--- src/rtl/sa_seq_ctrl.sv ---
`default_nettype none
// ============================================================================
// Module   : sa_seq_ctrl
// Purpose  : Job sequencer for the 8x8 systolic-array wrapper. On START it
//            accepts ROWS rows over a valid/ready handshake and writes each
//            one into the wrapper register file. It then holds WRITE high for
//            FLUSH_CYCLES more cycles and drops WRITE for COMPUTE_CYCLES
//            cycles. Completion is signalled with a one-cycle DONE pulse.
// Ports    : CLK, RSTN (async, active-low)
//            START, ABORT          - job control in
//            BUSY, DONE            - job status out
//            IN_VALID/IN_READY/IN_DATA - upstream row stream (16 words of DW)
//            SA_EN, SA_RF_EN, SA_WRITE, SA_IDX, SA_DIN - wrapper control pins
// Revision : 1.0 - initial release
// ============================================================================
module sa_seq_ctrl #(
    parameter int DW             = 16,
    parameter int ROWS           = 8,
    parameter int FLUSH_CYCLES   = 2,
    parameter int COMPUTE_CYCLES = 22
) (
    input  logic               CLK,
    input  logic               RSTN,
    input  logic               START,
    input  logic               ABORT,
    output logic               BUSY,
    output logic               DONE,
    input  logic               IN_VALID,
    output logic               IN_READY,
    input  logic [16*DW-1:0]   IN_DATA,
    output logic               SA_EN,
    output logic               SA_RF_EN,
    output logic               SA_WRITE,
    output logic [2:0]         SA_IDX,
    output logic [16*DW-1:0]   SA_DIN
);

    localparam int c_FW = $clog2(FLUSH_CYCLES + 1);
    localparam int c_CW = $clog2(COMPUTE_CYCLES + 1);

    localparam logic [2:0] c_ST_IDLE    = 3'd0;
    localparam logic [2:0] c_ST_LOAD    = 3'd1;
    localparam logic [2:0] c_ST_FLUSH   = 3'd2;
    localparam logic [2:0] c_ST_COMPUTE = 3'd3;
    localparam logic [2:0] c_ST_FIN     = 3'd4;

    localparam logic [2:0]      c_LAST_ROW   = 3'(ROWS - 1);
    localparam logic [c_FW-1:0] c_FLUSH_LAST = c_FW'(FLUSH_CYCLES - 1);
    localparam logic [c_CW-1:0] c_COMP_LOAD  = c_CW'(COMPUTE_CYCLES - 1);

    logic [2:0]      r_state;
    logic [2:0]      w_next_state;
    logic [2:0]      r_row_cnt;
    logic [c_FW-1:0] r_flush_cnt;
    logic [c_CW-1:0] r_comp_cnt;
    logic            w_abort;
    logic            w_accept;
    logic            w_last_row;
    logic            w_flush_done;

    // ABORT only matters once a job is running; it also vetoes a handshake
    // landing on the same edge so that row is neither stored nor counted.
    assign w_abort      = ABORT && (r_state != c_ST_IDLE);
    assign w_accept     = IN_VALID && IN_READY && !w_abort;
    assign w_last_row   = (r_row_cnt == c_LAST_ROW);
    assign w_flush_done = (r_flush_cnt == c_FLUSH_LAST);

    // State register
    always_ff @(posedge CLK or negedge RSTN) begin
        if (!RSTN) begin
            r_state <= c_ST_IDLE;
        end else begin
            r_state <= w_next_state;
        end
    end

    // Next-state logic
    always_comb begin
        w_next_state = r_state;
        if (w_abort) begin
            w_next_state = c_ST_IDLE;
        end else begin
            case (r_state)
                c_ST_IDLE:    if (START) w_next_state = c_ST_LOAD;
                c_ST_LOAD:    if (w_accept && w_last_row) w_next_state = c_ST_FLUSH;
                c_ST_FLUSH:   if (w_flush_done) w_next_state = c_ST_COMPUTE;
                c_ST_COMPUTE: if (r_comp_cnt == '0) w_next_state = c_ST_FIN;
                c_ST_FIN:     w_next_state = c_ST_IDLE;
                default:      w_next_state = c_ST_IDLE;
            endcase
        end
    end

    // Output decode: all handshake/control pins depend on state only
    always_comb begin
        IN_READY = 1'b0;
        BUSY     = (r_state != c_ST_IDLE);
        DONE     = 1'b0;
        SA_EN    = 1'b0;
        SA_RF_EN = 1'b0;
        SA_WRITE = 1'b1;
        case (r_state)
            c_ST_LOAD: begin
                IN_READY = 1'b1;
                SA_EN    = 1'b1;
                SA_RF_EN = 1'b1;
            end
            c_ST_FLUSH: begin
                SA_EN    = 1'b1;
                SA_RF_EN = 1'b1;
            end
            c_ST_COMPUTE: begin
                SA_EN    = 1'b1;
                SA_RF_EN = 1'b1;
                SA_WRITE = 1'b0;
            end
            c_ST_FIN: begin
                DONE = 1'b1;
            end
            default: ;
        endcase
    end

    // Counters and the registered row presented to the wrapper. SA_DIN and
    // SA_IDX keep the last accepted row through gaps, flush and compute;
    // rewriting the same RF row during a gap is harmless.
    always_ff @(posedge CLK or negedge RSTN) begin
        if (!RSTN) begin
            r_row_cnt   <= '0;
            r_flush_cnt <= '0;
            r_comp_cnt  <= '0;
            SA_IDX      <= '0;
            SA_DIN      <= '0;
        end else if (w_abort) begin
            r_row_cnt   <= '0;
            r_flush_cnt <= '0;
            r_comp_cnt  <= '0;
        end else begin
            case (r_state)
                c_ST_IDLE: begin
                    if (START) r_row_cnt <= '0;
                end
                c_ST_LOAD: begin
                    if (w_accept) begin
                        SA_DIN <= IN_DATA;
                        SA_IDX <= r_row_cnt;
                        if (w_last_row) begin
                            r_row_cnt   <= '0;
                            r_flush_cnt <= '0;
                        end else begin
                            r_row_cnt <= r_row_cnt + 3'd1;
                        end
                    end
                end
                c_ST_FLUSH: begin
                    if (w_flush_done) begin
                        r_flush_cnt <= '0;
                        r_comp_cnt  <= c_COMP_LOAD;
                    end else begin
                        r_flush_cnt <= r_flush_cnt + c_FW'(1);
                    end
                end
                c_ST_COMPUTE: begin
                    if (r_comp_cnt != '0) r_comp_cnt <= r_comp_cnt - c_CW'(1);
                end
                default: ;
            endcase
        end
    end

endmodule
`default_nettype wire
--- config.mk ---
export PLATFORM = sky130hd
export DESIGN_NAME = sa_seq_ctrl
export DESIGN_NICKNAME = d
export VERILOG_FILES = /design/src/rtl/sa_seq_ctrl.sv
export SDC_FILE = /design/constraint.sdc
export NUM_CORES = 1
export LEC_CHECK = 0
export ABC_AREA = 1
export CAP_MARGIN = 20
export CORE_AREA = 2 2 203 205
export CTS_CLUSTER_DIAMETER = 120
export DETAILED_ROUTE_END_ITERATION = 12
export DIE_AREA = 0 0 205 207
export HOLD_SLACK_MARGIN = 0.05
export REMOVE_ABC_BUFFERS = 1
export SETUP_SLACK_MARGIN = 0.15
export SKIP_LAST_GASP = 1
export SLEW_MARGIN = 0
export SYNTH_ARGS = -nofsm -noshare
export SYNTH_HDL_FRONTEND = slang
export SYNTH_SLANG_ARGS = --single-unit
export TNS_END_PERCENT = 100
--- constraint.sdc ---
create_clock -name CLK -period 1.4 [get_ports CLK]
set_clock_uncertainty 0.05 [all_clocks]
set_input_delay 0.21 -clock CLK [delete_from_list [all_inputs] [get_ports CLK]]
set_output_delay 0.21 -clock CLK [all_outputs]
set_load 0.005 [all_outputs]
==> impl_metrics.csv, run 1 <==
group,metric,value,unit
logic_synthesis,synth_async_sr_flop_share,1.000,
logic_synthesis,ys_warn_count,0,
cts,cts_max_path_buffers,3,
cts,cts_tree,"done",
logic_synthesis,yosysSeqAreaShare,0.6169,
die,core_area,40370,um^2
sta,final-hold-violation-count,0,
detailed_routing,num_vias,11053,
grt,grt_pass1_wl,64700,um
cts,clock_latency,0.57,ns
die,num_rows,74,
grt,grtUsageTotal,0.1927,
logic_synthesis,ys.flop_type,"dfrtp_1",
placement,postPlaceCellArea,17520,um^2
power,power,37.68,mW
power,vdd.ir_drop.worst,966.3,uV
detailed_routing,drc,0,
die,die_w,205,um
final_layout,n_fill_cell,3862,
final_layout,drive_above_1_share,0.3201,
sta,fin_crit_sh,1.274,
sta,rsz0062_at_grt,"true",
detailed_routing,firstDrtPassIters,5,
worst_setup_path,worstPathArrival,2.23,ns
die,pin_count,526,
grt,antenna_found_initial,0,
worst_setup_path,cp_max_fo,7,
die,start_util,0.2733,
detailed_routing,routed_wl,43100,um
detailed_routing,avgViaCountPerCell,4.482,
cts,clk_pin_slew_worst_paths,0.06,ns
detailed_routing,routedWlPerCell,17.48,um
final_layout,fin_cells,2466,
outcome,violations,"negative setup slack",
cts,clock-root-buffer,"clkbuf_16",
logic_synthesis,synth.distinct_cells,20,
final_layout,n_antenna_cell,0,
logic_synthesis,netlist_area,11030,um^2
die,die-area,42440,um^2
placement,gp_congestion,0.8130,
worst_setup_path,critPathLaunchType,"register",
final_layout,postLayoutCellArea,19390,um^2
worst_setup_path,worstSetupEndpointType,"register",
sta,drv_slew,0,
sta,period_needed,1.784,ns
worst_setup_path,required,1.85,ns
outcome,outcome,"complete, but fails checks",
logic_synthesis,ys_ff_latch,272,
final_layout,nets,2174,
cts,htree_levels,1,
sta,holdWs,0.05614,ns
final_layout,multi_input_area,4170,um^2
sta,layout_setup_ws,-0.3839,ns
grt,grt_pass1_vias,11299,
die,die_y,207,um
detailed_routing,drtAntennaViolNets,0,
grt,grt_max_degree,55,
min_path,hold_class,"in2async",
grt,gr-total-overflow,0,
detailed_routing,drtIter0Drc,605,
sta,fmax,560.6,MHz
sta,fin_setup_tns,-80.03,ns
cts,cts_made_buffers,31,
placement,io_buffers,525,
logic_synthesis,avgSynthCellArea,8.934,um^2
sta,setup_viol,278,
flow_run,cap_violations,0,
placement,place_inst,2292,
logic_synthesis,synth_edf_count,0,
power,p_per_area,1943,nW/um^2
final_layout,area.growth.synth_to_final,75.73,%
power,leakagePower,10.03,nW
cts,cts_sinks,272,
sta,worstMarginPinSlew,0.6601,ns
final_layout,seqCellArea,6808,um^2
logic_synthesis,syn_inst,1235,
sta,slew_headroom,0.5585,
placement,dp_hpwl,28560,um
worst_setup_path,crit_type,"reg2reg",
[synthesized netlist by cell type, types with 3 or more instances]
library cell,n,area share
nor2_1,13,0.0044
clkbuf_1,33,0.011
dfrtp_1,272,0.62
buf_6,11,0.011
nand2_1,550,0.19
buf_2,23,0.010
o21ai_0,12,0.0054
inv_1,17,0.0058
nand3_1,268,0.12
buf_4,20,0.014
ha_1,3,0.0034
nand4_1,3,0.0017
[layer usage]
layer	wire length [um]	vias to the layer above	GRT usage
li1	-	5344	-
met1	17580	5251	0.2399
met2	21460	390	0.3371
met3	3140	68	0.04138
met4	922	0	0.04937
met5	0	-	0
[what timing repair did]
item / 4_1_cts / 5_1_grt
hold buffers: 3 / 0
gates resized for setup: 1137 / 129
endpoints found under the setup margin: 537 / 537
gates cloned: 21 / 8
hold endpoints to repair: 286 / 0
buffers inserted: 69 / 16
pin swaps: 7 / 34
[where the power goes]
group	total [mW]	leakage (nW)	switching [mW]	internal (mW)
logic	16.6	6.18	7.79	8.80
registers	13.5	3.40	2.08	11.4
clock network	7.57	0.448	3.27	4.30
[critical path: stages (launching register included)]
cell and delay [ns]:
dfrtp_1 0.42, nor2_4 0.15, nand2_4 0.07, nor2_4 0.16
buf_6 0.11, buf_6 0.10, buf_12 0.13, buf_8 0.15
buf_12 0.13, nand3_1 0.12, nand2_1 0.10
[final timing paths]
check | from | endpoint | slack (ns) | depth (start not counted)
worst min-delay path | RSTN | SA_DIN[76] | 0.06 | 2
worst min register to register | SA_DIN[164] | SA_DIN[164] | 0.41 | 2
min in group CLK | IN_DATA[150] | SA_DIN[150] | 0.14 | 3
worst max-delay path | r_state[1] | SA_DIN[159] | -0.38 | 10
max in group asynchronous | RSTN | SA_DIN[82] | 0.58 | 3
worst max register to register | r_state[1] | SA_DIN[159] | -0.38 | 10
[flip-flops by register name (all words and copies together) (netlist names)]
signal and count:
SA_IDX 3, SA_DIN 256, r_flush_cnt 2, r_state 3, r_comp_cnt 5, r_row_cnt 3
[logic make-up (layout without fill, tap and decap cells)]
family	count (synthesis)	in the layout	synth area share
flip-flops	272	272	0.6169
AO/OA/AOI/OAI	14	14	0.006464
AND/OR/NAND/NOR	842	845	0.3209
buffers and inverters	104	800	0.05228
adder cells (fa/ha/maj)	3	3	0.003402
[layout by cell type (no fill, tap or decap), types with 2 or more instances in the layout]
cell type        instances
clkbuf_1                14
nor2_1                   9
clkinvlp_4               3
nand2_2                 47
nand4_1                  3
dfrtp_1                271
dlygate4sd3_1            3
buf_16                  18
nand3_2                 23
clkbuf_16               37
clkdlybuf4s50_1        258
clkbuf_8                 5
buf_12                  45
nor2_4                   5
nand3_1                242
o21ai_0                 10
inv_2                    2
buf_8                    5
o21ai_2                  2
nand2_1                484
nand2_8                  3
buf_2                  251
inv_1                   15
nand3_4                  3
buf_6                   33
buf_4                  103
clkinv_2                 4
ha_1                     3
nand2_4                 22
bufbuf_16                3
[layout make-up]
cell class,count,area share
Clock buffer,49,0.04556
Clock inverter,8,0.002646
Inverter,17,0.003291
Multi-Input combinational cell,862,0.2151
Sequential cell,272,0.3511
Tap cell,532,0.03433
Timing Repair Buffer,726,0.3480
[per-stage QoR]
step	utilization	worst slack, ns
2_1_floorplan	-	-4.767
4_1_cts	0.4613	-0.3821
3_3_place_gp	0.4341	-0.3157
5_1_grt	0.4803	-0.4540
6_report	0.4803	-0.3839
3_5_place_dp	0.4341	-0.3345
Note: power is estimated with default switching activity, not from simulation.
==> run 2: changes to the inputs <==
Settings changed: CTS_CLUSTER_SIZE set to 16, PLACE_DENSITY set to 0.6.
==> run 2 against run 1 <==
Compared with the run above: the flow still finishes with violations (negative setup slack); utilization rose by 2.0 points; register-to-register slack better by 0.07 ns; clock power is 28% lower; hold slack improved by 0.036 ns; power rose by 2.1%; critical endpoint is now SA_EN.
==> impl_metrics.csv, run 2 (synthesized netlist as in run 1, its figures left out) <==
group,metric,value,unit
detailed_routing,drc,0,
final_layout,top_regs,"SA_DIN: 256 flops, r_comp_cnt: 5 flops",
sta,fmax,582.7,MHz
flow_run,cap_violations,0,
sta,final-hold-violation-count,0,
placement,io_buffers,525,
detailed_routing,firstDrtPassIters,5,
worst_setup_path,critPathLaunchType,"register",
detailed_routing,wl_met3,3435,um
die,num_rows,74,
cts,clock-root-buffer,"clkbuf_16",
final_layout,largest_reg_flops,256,
worst_setup_path,path_delay_family,"flip-flops",
min_path,hp-start,"IN_VALID",
final_layout,multi_input_area,4548,um^2
worst_setup_path,cp-startpoint,"r_state[1]",
sta,setup_viol,278,
detailed_routing,routed_wl,45230,um
power,netSwitchingPower,13.67,mW
grt,antenna_found_initial,1,
detailed_routing,drtAntennaViolNets,0,
cts,cts_max_path_buffers,3,
final_layout,seqCellArea,6808,um^2
power,comb_power_share,0.505,
placement,gp_congestion,0.8130,
power,vdd.ir_drop.worst,1082,uV
die,die_w,205,um
detailed_routing,wl_met1,18610,um
power,leakagePower,10.41,nW
placement,dp_hpwl,28560,um
sta,worstMarginPinSlew,0.3686,ns
die,start_util,0.2733,
detailed_routing,drtIter0Drc,664,
outcome,outcome,"complete, but fails checks",
worst_setup_path,crit_type,"reg2out",
final_layout,area.growth.synth_to_final,83.16,%
sta,fin_crit_sh,1.226,
worst_setup_path,cp_max_fo,5,
final_layout,final_cell_mix,"nand2_1 (408), dfrtp_1 (271), clkdlybuf4s50_1 (258)",
detailed_routing,routedWlPerCell,17.96,um
worst_setup_path,required,1.14,ns
cts,clk_pin_slew_worst_paths,0.08,ns
cts,cts_tree,"done",
sta,slew_headroom,0.7543,
grt,grtUsageTotal,0.1903,
power,power,38.46,mW
worst_setup_path,worst-path-buf-inv,3,
worst_setup_path,rr_startpoint,"r_state[1]",
placement,place_ws,-0.3345,ns
detailed_routing,num_vias,11467,
die,core_area,40370,um^2
outcome,violations,"negative setup slack",
power,p_clk_frac,0.141,
detailed_routing,dr_wl_met2,22380,um
final_layout,max_flop_register,"SA_DIN",
detailed_routing,top_layer,"met4",
cts,cts_made_buffers,20,
worst_setup_path,crit_path_top_delay_cell,"dfrtp_1",
worst_setup_path,worstSetupEndpointType,"primary output",
die,die-area,42440,um^2
power,power_frac_seq,0.353,
grt,grt_pass1_wl,63930,um
final_layout,final_common_cell,"nand2_1",
cts,htree_levels,1,
die,die_y,207,um
worst_setup_path,path_common_cell,"buf_6",
cts,clock_latency,0.52,ns
sta,rsz0062_at_grt,"true",
grt,grt_max_degree,55,
final_layout,nets,2251,
power,sw_frac_of_total,0.3553,
cts,cts_sinks,272,
sta,fin_setup_tns,-68.34,ns
sta,period_needed,1.716,ns
grt,gr-total-overflow,0,
power,p_per_area,1903,nW/um^2
power,internal_power,24.80,mW
sta,drv_slew,0,
worst_setup_path,worstPathCellList,"buf_6 -> nor2_4 -> nor2_4 -> buf_6 -> buf_6",
sta,layout_setup_ws,-0.3161,ns
final_layout,drive_above_1_share,0.3938,
grt,grt_pass1_vias,11092,
worst_setup_path,worstPathArrival,1.46,ns
detailed_routing,avgViaCountPerCell,4.552,
final_layout,n_fill_cell,3730,
worst_setup_path,max_stage_delay,0.43,ns
die,pin_count,526,
min_path,hold_class,"in2reg",
==> run 2: cell count changes in the layout (fill, tap and decap cells not counted), moves of 5 or more <==
cell,previous run,this run
buf_4,103,182
buf_2,251,246
nand3_1,242,229
clkbuf_1,14,0
nand2_4,22,42
nand2_1,484,408
o21ai_0,10,4
nand2_2,47,103
buf_8,5,11
nand3_2,23,38
==> run 2: what timing repair did <==
action                                  in CTS  in global routing
pin swaps                                   17                 42
resized for setup                         1155                245
endpoints found under the setup margin     537                537
hold endpoints to repair                   272                  0
hold buffers                                 1                  0
setup buffers                               67                 99
cloned                                      19                 19
==> run 2: cell type report <==
class | count | area share
diodes | 1 | 0.0001238
clock buffers | 21 | 0.02600
inverters | 17 | 0.003158
multi-input cells | 863 | 0.2251
flip-flops and latches | 272 | 0.3369
well taps | 532 | 0.03294
repair buffers | 813 | 0.3758
==> run 2: stage by stage <==
stage	util	cells	hold slack (ns)	area, um^2
6_report	0.5006	2519	0.09262	20210
5_1_grt	0.5006	2519	0.08669	20210
4_1_cts	0.4499	2400	0.06442	18160
3_5_place_dp	0.4341	2292	0.05503	17520
3_3_place_gp	0.4341	2292	0.05215	17520
2_1_floorplan	-	1148	-0.1356	10520
==> run 2: final timing paths <==
path | slack (ns) | depth (start not counted) | endpoint
worst max-delay path | -0.32 | 5 | SA_EN
worst min-delay path | 0.09 | 3 | SA_DIN[213]
worst max register to register | -0.31 | 11 | SA_DIN[244]
worst min register to register | 0.42 | 2 | SA_DIN[187]
max in group asynchronous | 0.53 | 3 | SA_DIN[13]
min in group asynchronous | 0.10 | 2 | SA_DIN[76]
==> run 2: worst min-delay path: cells and delay by family <==
kind / cells / cell delay (ns)
buf+inv: 1 / 0.23
simple gates: 2 / 0.19
==> run 2: layer usage <==
| metal | global-route usage | vias to the layer above |
|---|---|---|
| li1 | - | 5456 |
| met1 | 0.2405 | 5555 |
| met2 | 0.3312 | 400 |
| met3 | 0.04405 | 56 |
| met4 | 0.03845 | 0 |
| met5 | 0 | - |
==> run 2: power by group through the flow <==
stage / clock [mW] / combinational [mW] / sequential, mW
6_report: 5.44 / 19.4 / 13.6
5_1_grt: 5.95 / 21.1 / 13.9
4_1_cts: 5.66 / 15.5 / 13.3
3_5_place_dp: 0 / 15.9 / 13.5
3_3_place_gp: 0 / 15.7 / 13.4
2_1_floorplan: 0 / 4.41 / 13.7
==> run 3: changes to the inputs <==
Settings changed: CAP_MARGIN 20 to not set.
==> results of run 3 <==
No change in the layout: final DEF, timing and power equal those of run 2.
